## src/rtl/operand_fwd_unit.sv

```systemverilog
// operand_fwd_unit: decode operand read, prioritised forwarding, writer scoreboard and stall.
// Optional stall statistics counter enabled by defining FWD_STATS_EN.
module operand_fwd_unit #(
  parameter int NUM_SRC = 2,
  parameter int NUM_FWD = 2,
  parameter int DATA_W  = 32,
  parameter int AREG_W  = 5,
  parameter int CNT_W   = 2
) (
  input  logic                      clk,
  input  logic                      reset,
  input  logic                      rd_valid,
  input  logic [NUM_SRC-1:0]        rd_en,
  input  logic [NUM_SRC*AREG_W-1:0] rd_addr,
  input  logic [NUM_SRC*DATA_W-1:0] rf_rdata,
  input  logic                      dst_en,
  input  logic [AREG_W-1:0]         dst_addr,
  input  logic [NUM_FWD*AREG_W-1:0] fwd_addr,
  input  logic [NUM_FWD*DATA_W-1:0] fwd_data,
  input  logic [NUM_FWD-1:0]        fwd_ok,
  input  logic                      wb_valid,
  input  logic [AREG_W-1:0]         wb_addr,
  input  logic [DATA_W-1:0]         wb_data,
  input  logic                      ready_i,
  input  logic                      flush,
  output logic                      stall,
  output logic                      issue,
  output logic                      opnd_valid,
  output logic [NUM_SRC*DATA_W-1:0] opnd_data,
  output logic                      err,
  output logic [31:0]               stall_cnt
);
  localparam int NREG = 1 << AREG_W;
  localparam logic [CNT_W-1:0] C_ONE = CNT_W'(1);
  logic [CNT_W-1:0] cnt [NREG];
  logic [NUM_SRC-1:0] rdy;
  logic [NUM_SRC*DATA_W-1:0] res;
  logic [NUM_SRC*AREG_W-1:0] held;
  logic [NREG-1:0] inc, dec;
  genvar i;
  for (i = 0; i < NUM_SRC; i++) begin : g_op
    logic [AREG_W-1:0] a;
    logic [CNT_W-1:0] c;
    logic need, fv, wv;
    logic [DATA_W-1:0] hd;
    assign a = rd_addr[i*AREG_W +: AREG_W];
    assign c = cnt[a];
    assign need = rd_en[i] && a != '0;
    // descending scan so the lowest-index matching source wins
    always_comb begin
      fv = 1'b0;
      hd = '0;
      for (int j = NUM_FWD - 1; j >= 0; j--)
        if (fwd_addr[j*AREG_W +: AREG_W] == a) begin
          fv = fwd_ok[j];
          hd = fwd_data[j*DATA_W +: DATA_W];
        end
    end
    assign wv = wb_valid && wb_addr == a && c == C_ONE;
    assign rdy[i] = !need || c == '0 || (c == C_ONE && fv) || wv;
    assign res[i*DATA_W +: DATA_W] = a == '0 ? '0 :
                                     (need && c == C_ONE && fv) ? hd :
                                     (need && wv) ? wb_data : rf_rdata[i*DATA_W +: DATA_W];
  end
  assign stall = rd_valid && (!(&rdy) || (dst_en && dst_addr != '0 && cnt[dst_addr] == '1));
  assign issue = rd_valid && !stall && ready_i && !flush;
  always_comb begin
    inc = '0;
    dec = '0;
    inc[dst_addr] = issue && dst_en && dst_addr != '0;
    dec[wb_addr] = wb_valid && wb_addr != '0;
  end
  always_ff @(posedge clk or posedge reset) begin
    if (reset) begin
      for (int r = 0; r < NREG; r++) cnt[r] <= '0;
      err <= 1'b0;
    end else if (flush) begin
      for (int r = 0; r < NREG; r++) cnt[r] <= '0;
    end else begin
      for (int r = 1; r < NREG; r++)
        if (inc[r] && !dec[r]) cnt[r] <= cnt[r] + C_ONE;
        else if (dec[r] && !inc[r]) begin
          if (cnt[r] == '0) err <= 1'b1;
          else cnt[r] <= cnt[r] - C_ONE;
        end
    end
  end
  always_ff @(posedge clk or posedge reset) begin
    if (reset) begin
      opnd_valid <= 1'b0;
      opnd_data <= '0;
      held <= '0;
    end else begin
      if (ready_i) begin
        opnd_valid <= issue;
        opnd_data <= res;
        for (int k = 0; k < NUM_SRC; k++)
          held[k*AREG_W +: AREG_W] <= rd_en[k] ? rd_addr[k*AREG_W +: AREG_W] : '0;
      end else begin
        // EX is stalled: keep the held bundle current with retiring results
        for (int k = 0; k < NUM_SRC; k++)
          if (held[k*AREG_W +: AREG_W] != '0 && wb_valid && wb_addr == held[k*AREG_W +: AREG_W])
            opnd_data[k*DATA_W +: DATA_W] <= wb_data;
      end
      if (flush) opnd_valid <= 1'b0;
    end
  end
`ifdef FWD_STATS_EN
  always_ff @(posedge clk or posedge reset) begin
    if (reset) stall_cnt <= '0;
    else if (stall && stall_cnt != '1) stall_cnt <= stall_cnt + 32'd1;
  end
`else
  assign stall_cnt = '0;
`endif
endmodule

```

## config.mk

```make
export PLATFORM = sky130hd
export DESIGN_NAME = operand_fwd_unit
export DESIGN_NICKNAME = d
export VERILOG_FILES = /design/src/rtl/operand_fwd_unit.sv
export SDC_FILE = /design/constraint.sdc
export NUM_CORES = 1
export LEC_CHECK = 0
export BUFFER_PORTS_ARGS = -buffer_cell sky130_fd_sc_hd__buf_2
export CORE_ASPECT_RATIO = 0.5
export CORE_MARGIN = 5
export CORE_UTILIZATION = 30
export CTS_CLUSTER_DIAMETER = 200
export CTS_CLUSTER_SIZE = 25
export DETAILED_ROUTE_END_ITERATION = 10
export PLACE_DENSITY_LB_ADDON = 0.05
export SLEW_MARGIN = 20
export SYNTH_ARGS = -nofsm -noshare
export SYNTH_HDL_FRONTEND = slang
export SYNTH_SLANG_ARGS = --single-unit
```

## constraint.sdc

```tcl
create_clock -name clk -period 9.4 [get_ports clk]
set_input_delay 0.47 -clock clk [delete_from_list [all_inputs] [get_ports clk]]
set_output_delay 0.47 -clock clk [all_outputs]
set_load 0.01 [all_outputs]
```

==> results of run 1 <==
-- final cells by class --
cell class / instances / area (µm²)
sequential: 138 / 3450
inverter: 20 / 80.1
timing repair buffer: 284 / 1470
tap: 530 / 663
clock inverter: 14 / 171
multi-input combinational: 1205 / 7820
fill: 4158 / 25000
antenna: 4 / 10.0
clock buffer: 18 / 429
-- power groups by stage --
stage               Sequential (µW)  Clock, µW  Combinational, µW
floorplan                       676          0                199
global placement                665          0                367
detailed placement              667          0                368
CTS                             656        737                369
global route                    659        762                401
finish                          655        723                368
-- worst max-delay path, cell delays in order --
cell and delay, ns:
sky130_fd_sc_hd__buf_2 0.66, sky130_fd_sc_hd__xor2_1 0.13, sky130_fd_sc_hd__nor3_1 0.18, sky130_fd_sc_hd__o311a_1 0.20, sky130_fd_sc_hd__buf_4 0.40, sky130_fd_sc_hd__a22oi_1 0.21
sky130_fd_sc_hd__a32oi_1 0.50, sky130_fd_sc_hd__nand3_4 0.38, sky130_fd_sc_hd__nor2_1 0.67, sky130_fd_sc_hd__a2111oi_0 0.22, sky130_fd_sc_hd__nor4_1 0.30, sky130_fd_sc_hd__a41oi_1 0.14
-- cell usage after synthesis (all sizes together), types with 8 or more instances --
| master | count |
|---|---|
| or3 | 13 |
| mux2i | 113 |
| o21ai | 165 |
| nor3 | 47 |
| a221o | 32 |
| a21oi | 89 |
| nand3b | 10 |
| and3 | 17 |
| and2 | 24 |
| clkbuf | 89 |
| dfrtp | 138 |
| nand3 | 29 |
| nand2 | 191 |
| xnor2 | 25 |
| nor2 | 74 |
| nand4 | 8 |
| a22o | 34 |
| nor4 | 14 |
| inv | 20 |
| a31oi | 37 |
| mux4 | 17 |
| xor2 | 30 |
| a211oi | 44 |
| buf | 61 |
| nor2b | 44 |
| o31ai | 10 |
| o22ai | 11 |
| nor3b | 11 |
-- metal layers --
layer,track usage,vias up,wire length (µm)
met2,0.386,470,24900
met1,0.302,6246,22900
met5,0,-,10
met3,0.0467,79,3420
met4,0.0780,2,1560
li1,-,5784,-
-- registers in the layout, summed over array words and instances, names as in the netlist --
name and count:
opnd_valid 1, cnt 62, opnd_data 64, err 1
held 10
-- cells by family (layout without fill, tap and decap cells) --
family          after synthesis  count (layout)  synth area share
mux                         137             137             0.134
flops                       138             138             0.290
xor+xnor                     55              55            0.0404
buf+inv                     170             336            0.0686
other cells                   1              36          0.000315
simple gates                510             510             0.213
compound gates              471             471             0.254
-- metrics by stage --
stage,power [µW],util,hold WS [ns],cell area (µm²),cells
2_1_floorplan,874,-,0.510,12000,1513
3_3_place_gp,1030,0.345,0.460,13500,2177
3_5_place_dp,1030,0.345,0.465,13500,2177
4_1_cts,1760,0.361,0.134,14100,2209
5_1_grt,1820,0.361,0.173,14100,2213
6_report,1750,0.361,0.121,14100,2213
-- path summary, 6_finish.rpt --
kind	end	slack (ns)	depth (start not counted)
worst max-delay path	err$_DFFE_PP0N_	5.18	12
worst max register to register	err$_DFFE_PP0N_	5.48	10
min in group clk	held[2]$_DFFE_PP0P_	0.37	3
worst min register to register	opnd_data[60]$_DFFE_PP0P_	0.47	2
worst min-delay path	opnd_data[38]$_DFFE_PP0P_	0.12	2
max in group asynchronous	opnd_data[57]$_DFFE_PP0P_	8.12	3
==> results.md, run 1 <==
- The flow ran to the end, and the final reports show no timing, DRC or antenna violations.
- Cell internal power was estimated by the tool at 1180 µW.
- The master cell of the clock root buffer is sky130_fd_sc_hd__clkbuf_16.
- The number of cells upsized or downsized after cts is 0.
- The static leakage is 0.00633 µW.
- Measured along the x axis, the die boundary spans 292 µm.
- After detailed routing, the total wire length is 52800 µm.
- In this run the core area contains 51 standard-cell rows.
- Of the total power, combinational logic draws 0.211.
- The worst-case headroom to the max-slew limit is 0.404.
- In this run the worst hold path is classified as input pin to asynchronous set/reset pin.
- The initial utilization of the core area, before any placement, comes to 0.305.
- The worst-case setup margin in the final layout is 5.18 ns.
- Setup violations remaining at the end of the flow were counted as 0.
- The core outline area is 39100 µm².
- In the final routed layout, each cell accounts on average for 23.9 µm.
- For this run the aggregate overflow at the end of global routing stands at 0.
- Before CTS, the worst setup slack after placement is 4.76 ns.
- The worst path required time is 9.70 ns.
- The launching element type of the critical path is an input pin.
- The final layout contains 1867 nets.
- For this design the ratio of total power to cell area is 124 nW/µm².
- The count of mapped cells out of synthesis is 1482.
- The routed layout has 12600 vias.
- The post-route clock skew is 0.0145 ns.
- The pin count of the biggest net entering global routing is 72.
- Synthesis instantiated 73 different standard cells from the library.
- After synthesis the netlist holds a flip-flop and latch count of 138.
- The upper clock frequency limit is 237 MHz.
- In this run the critical register-to-register path is launched from cnt[30]$_DFFE_PP0P_.
- The clock-pin slew of the registers on the worst-case setup and hold paths is 0.06 ns.
- The mean cell area of the mapped netlist is 8.04 µm².
- The congestion estimate from routability-driven global placement came to 0.877.
- For the finished layout, the period the worst path requires is 4.22 ns.
- The number of violations reported at the end of detailed-routing iteration 0 is 1095.
- The area enclosed by the die boundary is 44000 µm².
- The cell type with the highest aggregate area in the netlist is sky130_fd_sc_hd__dfrtp_1.
- The height of the die is 151 µm.
- The remaining number of nets flagged by the antenna check after routing is 0.
- The number of port buffers is 268.
- The slew at the pin with the worst max-slew slack is 0.895 ns.
- The number of antenna violations at the first check in global routing came to 5.
- The max-cap violation count is 0.
- The most critical setup path has its startpoint at rd_addr[0].
- The share of synthesized area in the top cell type comes to 0.290.
- The kind of critical path is input pin to register.
- Of the total power, the clock network draws 0.414.
- The clock latency of the later-clocked register in the worst-skew pair is 0.46 ns.
- The sum of net half-perimeters after detailed placement is 38100 µm.
- The fraction of layout instances using a drive strength above 1 is 0.218.
- The library cell used most frequently in the layout, excluding fill and tap cells, is sky130_fd_sc_hd__buf_2.
- No sink is reached through more buffers than the 2 on the longest clock path.
- Of the total power, the share spent switching nets is 0.325.
- The mean number of vias per cell is 5.69.
- In this run the cell area of the synthesized design comes to 11900 µm².
- Pin placement for this block handled 301 I/O pins.
- The sequential-to-total area share from yosys stat is 0.290.
- The first-pass iteration count of the detailed router is 5.
- The tree built by TritonCTS fans out to 138 sinks.
- The synthesized design contains 0 enable-type register cells.
- Setup repair after global routing left no endpoint under its margin.
- In the final timing run, aggregate negative setup slack is 0 ns.
- The top fanout value on the critical path is 33.
- The area overhead of the layout relative to synthesis is 18.3%.
- The hold violation count in the final report came to 0.
- The endpoint arrival time on the critical path is 4.52 ns.
- The final number of max-transition violations is 0.
- The overall track demand over capacity in global routing is 0.231.
- Across the VDD grid, the largest voltage drop is 0.000120 V.
- In this run the number of H-tree levels came out at 4.
- In the layout the commonest cells are 268 x sky130_fd_sc_hd__buf_2, 191 x sky130_fd_sc_hd__nand2_1, 158 x sky130_fd_sc_hd__o21ai_0, 138 x sky130_fd_sc_hd__dfrtp_1, 113 x sky130_fd_sc_hd__mux2i_1.
- The CTS tree is yes.
- The global-route wire length before repair is 77900 µm.
- Of the available clock period, the critical path in the final layout requires 0.449.
- The yosys synthesis warning count is 0.
- The count of hold-fix buffers inserted at cts is 0.
- In the synthesized netlist the async set-or-reset flop fraction comes to 1.00.
- The switching component of the power is 567 µW.
- The via count of the first global-routing pass is 12400.
- The most used flip-flop cell after synthesis is sky130_fd_sc_hd__dfrtp_1.
- The share of total power dissipated in sequential elements is 0.375.
- After detailed routing, the number of remaining DRC violations is 0.
- The number of setup buffers added after CTS is 0.
- The endpoint type of the worst setup path is a register.
- The number of CTS-inserted buffers is 17.
- In the post-synthesis netlist, the biggest area contributors are sky130_fd_sc_hd__dfrtp_1 29%, sky130_fd_sc_hd__mux2i_1 9.5%, sky130_fd_sc_hd__o21ai_0 6.6%.
No activity file was read; power rests on OpenSTA's default activity.
==> inputs of run 2 (changes only) <==
==> constraint.sdc (replaced) <==
create_clock -name clk -period 4.3 [get_ports clk]
set_input_delay 0.215 -clock clk [delete_from_list [all_inputs] [get_ports clk]]
set_output_delay 0.215 -clock clk [all_outputs]
set_load 0.01 [all_outputs]
==> run 2 against run 1 <==
  * Sequential share of layout area shrank 0.59 points
  * Routed wire length rose by 4.6%
  * Die area unchanged
  * Utilization increased by 0.89 points
  * Highest routed layer is now met4
  * Via count is 2.5% higher
  * Non-clock buffer count grew 46
  * Register-to-register slack got worse by 5.2 ns
  * Critical path depth fell by 2
  * Cell area is 2.5% higher
  * Combinational power up 130%
  * Flip-flop and latch count unchanged
==> results.md, run 2 (synthesis results as in run 1) <==
- Measured along the x axis, the die boundary spans 292 µm.
- The via count of the first global-routing pass is 12700.
- Clock latency on the worst-skew pair, taken at its later pin, is 0.46 ns.
- The core outline area is 39100 µm².
- After clock tree synthesis, the clock-pin slew on the worst setup and hold paths is 0.07 ns.
- The analysis attributes to cell leakage a power of 0.00658 µW.
- The first routing iteration left 1135 violations.
- The post-route clock skew is 0.0114 ns.
- In this run the worst hold path is classified as input pin to register.
- The max-cap violation count is 0.
- The area enclosed by the die boundary is 44000 µm².
- The top fanout value on the critical path is 27.
- Gates resized during post-CTS repair numbered 0.
- STA classifies the critical path endpoint as a register.
- For this design the ratio of total power to cell area is 264 nW/µm².
- The critical register-to-register path startpoint is cnt[10]$_DFFE_PP0P_.
- The hold violation count in the final report is 0.
- The worst-case headroom to the max-slew limit is 0.211.
- Data on the critical path arrives at its endpoint at 4.35 ns.
- The number of antenna violations at the first check in global routing is 3.
- The first-pass iteration count of the detailed router is 5.
- VDD sags by at most 0.000228 V.
- The pin count of the biggest net entering global routing is 77.
- The number of sinks driven by the clock tree is 138.
- For the worst flop-to-flop path, the logic depth is 10.
- The area overhead of the layout relative to synthesis is 21.2%.
- Counting along the longest clock path gives a buffer depth of 2.
- The final number of max-transition violations is 0.
- The wire length per cell is 24.5 µm.
- The worst-case setup margin in the final layout is 0.320 ns.
- At the worst endpoint, the required time is 4.67 ns.
- The overall track demand over capacity in global routing is 0.241.
- In this run the vertical extent of the chip is 151 µm.
- The timing startpoint of the critical path is cnt[10]$_DFFE_PP0P_.
- Once the clock tree was built, the setup fixing pass inserted 0 buffers.
- The number of port buffers is 268.
- The worst setup path is launched from a register.
- The upper clock frequency limit is 251 MHz.
- The critical path is of the register to register type.
- The number of CTS-inserted buffers is 17.
- After detailed routing, the number of remaining DRC violations is 0.
- The mean number of vias per cell is 5.71.
- The library cell used most frequently in the layout, excluding fill and tap cells, is sky130_fd_sc_hd__buf_2.
- The critical hold path startpoint is rd_en[0].
- In the layout the commonest cells are 268 x sky130_fd_sc_hd__buf_2, 191 x sky130_fd_sc_hd__nand2_1, 158 x sky130_fd_sc_hd__o21ai_0, 138 x sky130_fd_sc_hd__dfrtp_1, 113 x sky130_fd_sc_hd__mux2i_1.
- More flip-flops sit in one register than any other, and that register is opnd_data.
- The fraction of layout instances using a drive strength above 1 is 0.238.
- Counting I/O delays and the setup requirement, the final critical path takes 3.98 ns.
- The end of the worst hold path is held[4]$_DFFE_PP0P_.
- The master cell of the clock root buffer is sky130_fd_sc_hd__clkbuf_16.
- The sum of net half-perimeters after detailed placement is 41000 µm.
- The routed wire length is 55200 µm.
- The number of flip-flops in the largest register is 64.
- The routability congestion estimate from global placement is 0.967.
- The endpoint identified for the worst register-to-register timing path is err$_DFFE_PP0N_.
- The setup check on the worst reg-to-reg path leaves a slack of 0.32 ns.
- At the placement stage, the worst setup path has a slack of 0.118 ns.
- The initial standard-cell utilization of the core is 0.305.
- The slew at the pin with the worst max-slew slack is 1.15 ns.
- The number of standard-cell rows in the floorplan is 51.
- Counting instances, the worst hold path has a depth of 3.
- The number of nets in the layout is 1913.
- Setup repair after global routing left no endpoint under its margin.
- For this run the aggregate overflow at the end of global routing stands at 0.
- The count of nets left with antenna violations once routing finished came out at 0.
- The CTS tree is yes.
- Adding up every negative setup slack in the final design gives 0 ns.
- For this block, the via count after detailed routing is 12900.
- Dividing the final minimum period by the clock period gives 0.926.
- The boundary pin count is 301.
- The H-tree generated during clock tree synthesis spans 4 levels.
- The largest registers in the layout are opnd_data x64, cnt x62, held x10.
- The run finished with clean final reports.
- The first global-routing pass estimated 81100 µm of wire.
- Setup violations remaining at the end of the flow were counted as 0.
-- run 2: cell types whose count changed in the layout (fill, tap and decap cells not counted), moves of 2 or more --
cell / previous run / this run
sky130_fd_sc_hd__inv_6: 4 / 6
sky130_fd_sc_hd__inv_8: 0 / 6
sky130_fd_sc_hd__clkinv_4: 2 / 0
sky130_fd_sc_hd__clkinv_2: 3 / 0
sky130_fd_sc_hd__buf_4: 15 / 60
sky130_fd_sc_hd__bufinv_16: 3 / 1
-- run 2: what timing repair did --
action                                  in CTS  in global routing
hold buffers                                 1                  0
endpoints found under the setup margin       0                  0
endpoints found under the hold margin       74                  0
-- run 2: worst max path at each step --
stage                         end  slack [ns]  depth (start not counted)
6_report          err$_DFFE_PP0N_        0.32                         10
5_1_grt           err$_DFFE_PP0N_        0.23                         11
4_1_cts           err$_DFFE_PP0N_        0.44                         10
3_5_place_dp      err$_DFFE_PP0N_        0.12                         11
3_3_place_gp      err$_DFFE_PP0N_        0.17                         12
2_1_floorplan  cnt[0]$_DFFE_PP0P_        0.39                          1
-- run 2: per-layer routing --
layer / GRT usage / up-vias / routed length [µm]
li1: - / 5887 / -
met1: 0.314 / 6327 / 23500
met2: 0.402 / 579 / 25700
met3: 0.0542 / 103 / 4440
met4: 0.0811 / 0 / 1690
met5: 0 / - / 0
-- run 2: metrics by stage --
step	power, µW	utilization	cell area, µm²	std cells	hold slack, ns
2_1_floorplan	1910	-	12000	1513	0.362
3_3_place_gp	2280	0.354	13800	2222	0.413
3_5_place_dp	2280	0.354	13800	2222	0.426
4_1_cts	3850	0.370	14400	2255	0.0833
5_1_grt	3980	0.370	14400	2258	0.0992
6_report	3810	0.370	14400	2258	0.105
-- run 2: final cells by class --
cell class	count	area, µm²
Inverter	20	80.1
Clock buffer	17	425
Multi-Input combinational cell	1205	7820
Fill cell	4171	24600
Clock inverter	15	173
Tap cell	530	663
Timing Repair Buffer	330	1820
Antenna cell	3	7.51
Sequential cell	138	3450
-- run 2: worst max-delay path, cell delays in order, from the launching register on --
cell and delay (ns):
sky130_fd_sc_hd__dfrtp_1 0.55, sky130_fd_sc_hd__mux4_2 0.30, sky130_fd_sc_hd__mux2_2 0.17, sky130_fd_sc_hd__a211oi_1 0.09, sky130_fd_sc_hd__nor4_1 0.48, sky130_fd_sc_hd__or3b_1 0.49
sky130_fd_sc_hd__nand3_4 0.36, sky130_fd_sc_hd__nor2_1 0.11, sky130_fd_sc_hd__a2111oi_0 1.00, sky130_fd_sc_hd__nor4_1 0.12, sky130_fd_sc_hd__a41oi_1 0.22
-- run 2: report_power, final --
group / total [µW] / leakage (µW) / switching, µW / internal [µW]
clock network: 1550 / 0.000290 / 721 / 833
logic: 833 / 0.00448 / 541 / 292
registers: 1430 / 0.00181 / 49.5 / 1380
total: 3810 / 0.00658 / 1310 / 2500
==> inputs of run 3 (changes only) <==
--- a/config.mk
+++ b/config.mk
@@ -13,6 +13,7 @@
 export CTS_CLUSTER_SIZE = 25
 export DETAILED_ROUTE_END_ITERATION = 10
 export PLACE_DENSITY_LB_ADDON = 0.05
+export SETUP_SLACK_MARGIN = 0.5
 export SLEW_MARGIN = 20
 export SYNTH_ARGS = -nofsm -noshare
 export SYNTH_HDL_FRONTEND = slang
==> run 3 against run 2 <==
  * The run now ends with hold timing left
  * Clock power increased by 3%
  * Setup slack gained 0.34 ns
  * Global-route usage increased by 0.063 points
  * Critical path type unchanged
  * Critical endpoint is now cnt[50]$_DFFE_PP0P_
==> results.md, run 3 (synthesis results as in run 1) <==
- The flow ran to the end, but the final reports show violations.
- The final reports fail on hold timing.
- The worst setup path is launched from a register.
- The shortest period the worst path allows is 3.64 ns.
- The congestion estimate from routability-driven global placement came to 0.988.
- The floorplan step set the die height to 151 µm.
- The clock net in this run drives a total of 138 sinks.
- The number of H-tree levels is 4.
- Buffers placed on the I/O ports in this run total 268.
- For this run, the post-layout net count is 1906.
- The endpoint type of the worst setup path is a register.
- The slowest stage of the critical path belongs to the cell sky130_fd_sc_hd__mux4_1.
- After detailed routing, the number of remaining DRC violations is 0.
- The register with the most flip-flops in the layout has 64 of them.
- For the final database, setup skew stands at 0.00994 ns.
- For the worst setup path, the data arrival time is 3.94 ns.
- The core outline area is 39100 µm².
- The final number of max-transition violations is 0.
- The most frequent standard cell in the layout excluding fill and tap cells is sky130_fd_sc_hd__buf_2.
- The hold violation count in the final report is 13.
- The number of CTS-inserted buffers is 17.
- The maximum buffer depth of the clock tree is 2.
- The final period utilization is 0.846.
- The global-route wire length before repair is 81600 µm.
- TritonCTS built the clock tree.
- The slew at the pin with the worst max-slew slack is 0.854 ns.
- The pin count of the biggest net entering global routing is 139.
- The via count of the first global-routing pass came to 12600.
- The initialized floorplan defines 51 standard-cell rows.
- The area overhead of the layout relative to synthesis is 21.1%.
- The dominant cell type by count on the critical path is sky130_fd_sc_hd__or3_1.
- Pin placement for this block handled 301 I/O pins.
- Summed over all nets, the half-perimeter wirelength after detailed placement is 40200 µm.
- For this design the ratio of total power to cell area is 268 nW/µm².
- The master cell of the clock root buffer is sky130_fd_sc_hd__clkbuf_16.
- The largest registers in the layout are opnd_data x64, cnt x62, held x10.
- The overall track demand over capacity in global routing is 0.242.
- The number of antenna violations at the first check in global routing was 2.
- Setup repair after global routing left no endpoint under its margin.
- The top cell types in the final layout, fill and taps aside, are 268 x sky130_fd_sc_hd__buf_2, 191 x sky130_fd_sc_hd__nand2_1, 158 x sky130_fd_sc_hd__o21ai_0, 138 x sky130_fd_sc_hd__dfrtp_1, 113 x sky130_fd_sc_hd__mux2i_1.
- The fraction of layout instances using a drive strength above 1 is 0.238.
- The count of nets left with antenna violations once routing finished came out at 0.
- The die boundary width is 292 µm.
- The kind of critical path is register to register.
- The total negative setup slack is 0 ns.
- The multi-input combinational cells in the finished layout cover a total of 7840 µm².
- Dividing the detail-routed wire length by the instance count gives 24.5 µm.
- The via count of the routed design is 12900.
- The static leakage is 0.00654 µW.
- Together, buffers and inverters on the worst path number 1.
- The upper clock frequency limit is 275 MHz.
- The final-layout fill cell count is 4137.
- The worst-case headroom to the max-slew limit is 0.431.
- The remaining global-route overflow is 0.
- For this block, the initial DRC count from the detailed router was 1284.
- The mean number of vias per cell is 5.71.
- The min-delay analysis places its worst path in the category input pin to asynchronous set/reset pin.
- Before antenna repair, the detailed router went through 5 iterations.
- Setup violations remaining at the end of the flow were counted as 0.
- The maximum single-stage delay on the critical path is 0.55 ns.
- The clock reaches the later pin of the worst-skew pair after 0.46 ns.
- The signal on the critical path passes through mux4_1 -> or3_1 -> a21oi_1 -> nor4_2 -> or3b_1 -> nand3_4 -> buf_4 -> or3_1 -> and3_1 -> a311oi_1 -> nor3_1.
- The die covers 44000 µm².
- The peak supply drop is 0.000159 V.
- The initial utilization of the core area, before any placement, comes to 0.305.
- Wires add up to 55100 µm.
- In this run the worst path has a maximum fanout of 13.
- The post-route worst hold slack is -0.0612 ns.
- The area taken by flip-flops and latches is 3450 µm².
- On the critical path the largest part of the delay comes from simple AND/OR/NAND/NOR gates.
- Including well taps, the total number of placed cells is 2212.
- The clock-pin slew of the registers on the worst-case setup and hold paths is 0.07 ns.
- The non-filler instance count after layout is 2250.
- More flip-flops sit in one register than any other, and that register is opnd_data.
- The max-cap violation count is 0.
- At the worst endpoint, the required time is 4.61 ns.
run 3: cell types whose count changed in the layout (fill, tap and decap cells not counted), sizes merged:
cell / delta
bufinv: +2
buf: -6
inv: -6
clkinv: +1
diode: -1
dlygate4sd3: -1
clkinvlp: +3
run 3: through the flow:
stage / util / hold slack (ns) / worst slack, ns / total power (µW) / instance area (µm²)
after detailed placement: 0.352 / 0.467 / 0.106 / 2280 / 13700
after floorplan: - / 0.362 / 1.18 / 1910 / 12000
final: 0.369 / -0.0612 / 0.663 / 3870 / 14400
after global routing: 0.369 / 0.0284 / 0.536 / 4050 / 14400
after CTS: 0.368 / 0.00687 / 0.501 / 3900 / 14400
after global placement: 0.352 / 0.460 / 0.223 / 2280 / 13700
run 3: path summary, 6_finish.rpt:
kind,start,to,slack (ns),cells past startpoint
max,cnt[52]$_DFFE_PP0P_,cnt[50]$_DFFE_PP0P_,0.66,11
min,reset,opnd_data[39]$_DFFE_PP0P_,-0.06,3
max reg2reg,cnt[52]$_DFFE_PP0P_,cnt[50]$_DFFE_PP0P_,0.66,11
max in group asynchronous,reset,cnt[5]$_DFFE_PP0P_,3.67,3
min in group clk,flush,cnt[59]$_DFFE_PP0P_,0.05,2
min reg2reg,opnd_data[58]$_DFFE_PP0P_,opnd_data[58]$_DFFE_PP0P_,0.48,2
run 3: final cells by class:
| class | count | share of cell area |
|---|---|---|
| Timing Repair Buffer | 323 | 0.122 |
| Tap cell | 530 | 0.0460 |
| Antenna cell | 2 | 0.000347 |
| Clock buffer | 17 | 0.0295 |
| Inverter | 20 | 0.00546 |
| Sequential cell | 138 | 0.239 |
| Clock inverter | 15 | 0.0131 |
| Multi-Input combinational cell | 1205 | 0.544 |
run 3: timing repair:
action | 4_1_cts | 5_1_grt
setup buffers | 0 | 4
hold buffers | 0 | 0
hold endpoints to repair | 0 | 0
pin swaps | 0 | 1
endpoints found under the setup margin | 1 | 2
gates resized for setup | 1 | 4
run 3: power by group:
group	total, µW	switching [µW]	leakage [µW]	internal [µW]
clock network	1600	680	0.000289	924
logic	838	536	0.00444	302
registers	1430	50.5	0.00181	1380
total	3870	1270	0.00654	2600
run 3: metal layers:
metal / wire (µm) / up-vias / GRT usage
li1: - / 5861 / -
met1: 24000 / 6340 / 0.327
met2: 26000 / 583 / 0.409
met3: 3890 / 72 / 0.0400
met4: 1140 / 0 / 0.0600
met5: 0 / - / 0
run 3: worst register-to-register path, stage by stage, from the launching register on:
cell and delay [ns]:
sky130_fd_sc_hd__dfrtp_1 0.53, sky130_fd_sc_hd__mux4_1 0.56, sky130_fd_sc_hd__or3_1 0.31, sky130_fd_sc_hd__a21oi_1 0.26
sky130_fd_sc_hd__nor4_2 0.08, sky130_fd_sc_hd__or3b_1 0.30, sky130_fd_sc_hd__nand3_4 0.21, sky130_fd_sc_hd__buf_4 0.25
sky130_fd_sc_hd__or3_1 0.44, sky130_fd_sc_hd__and3_1 0.21, sky130_fd_sc_hd__a311oi_1 0.25, sky130_fd_sc_hd__nor3_1 0.09
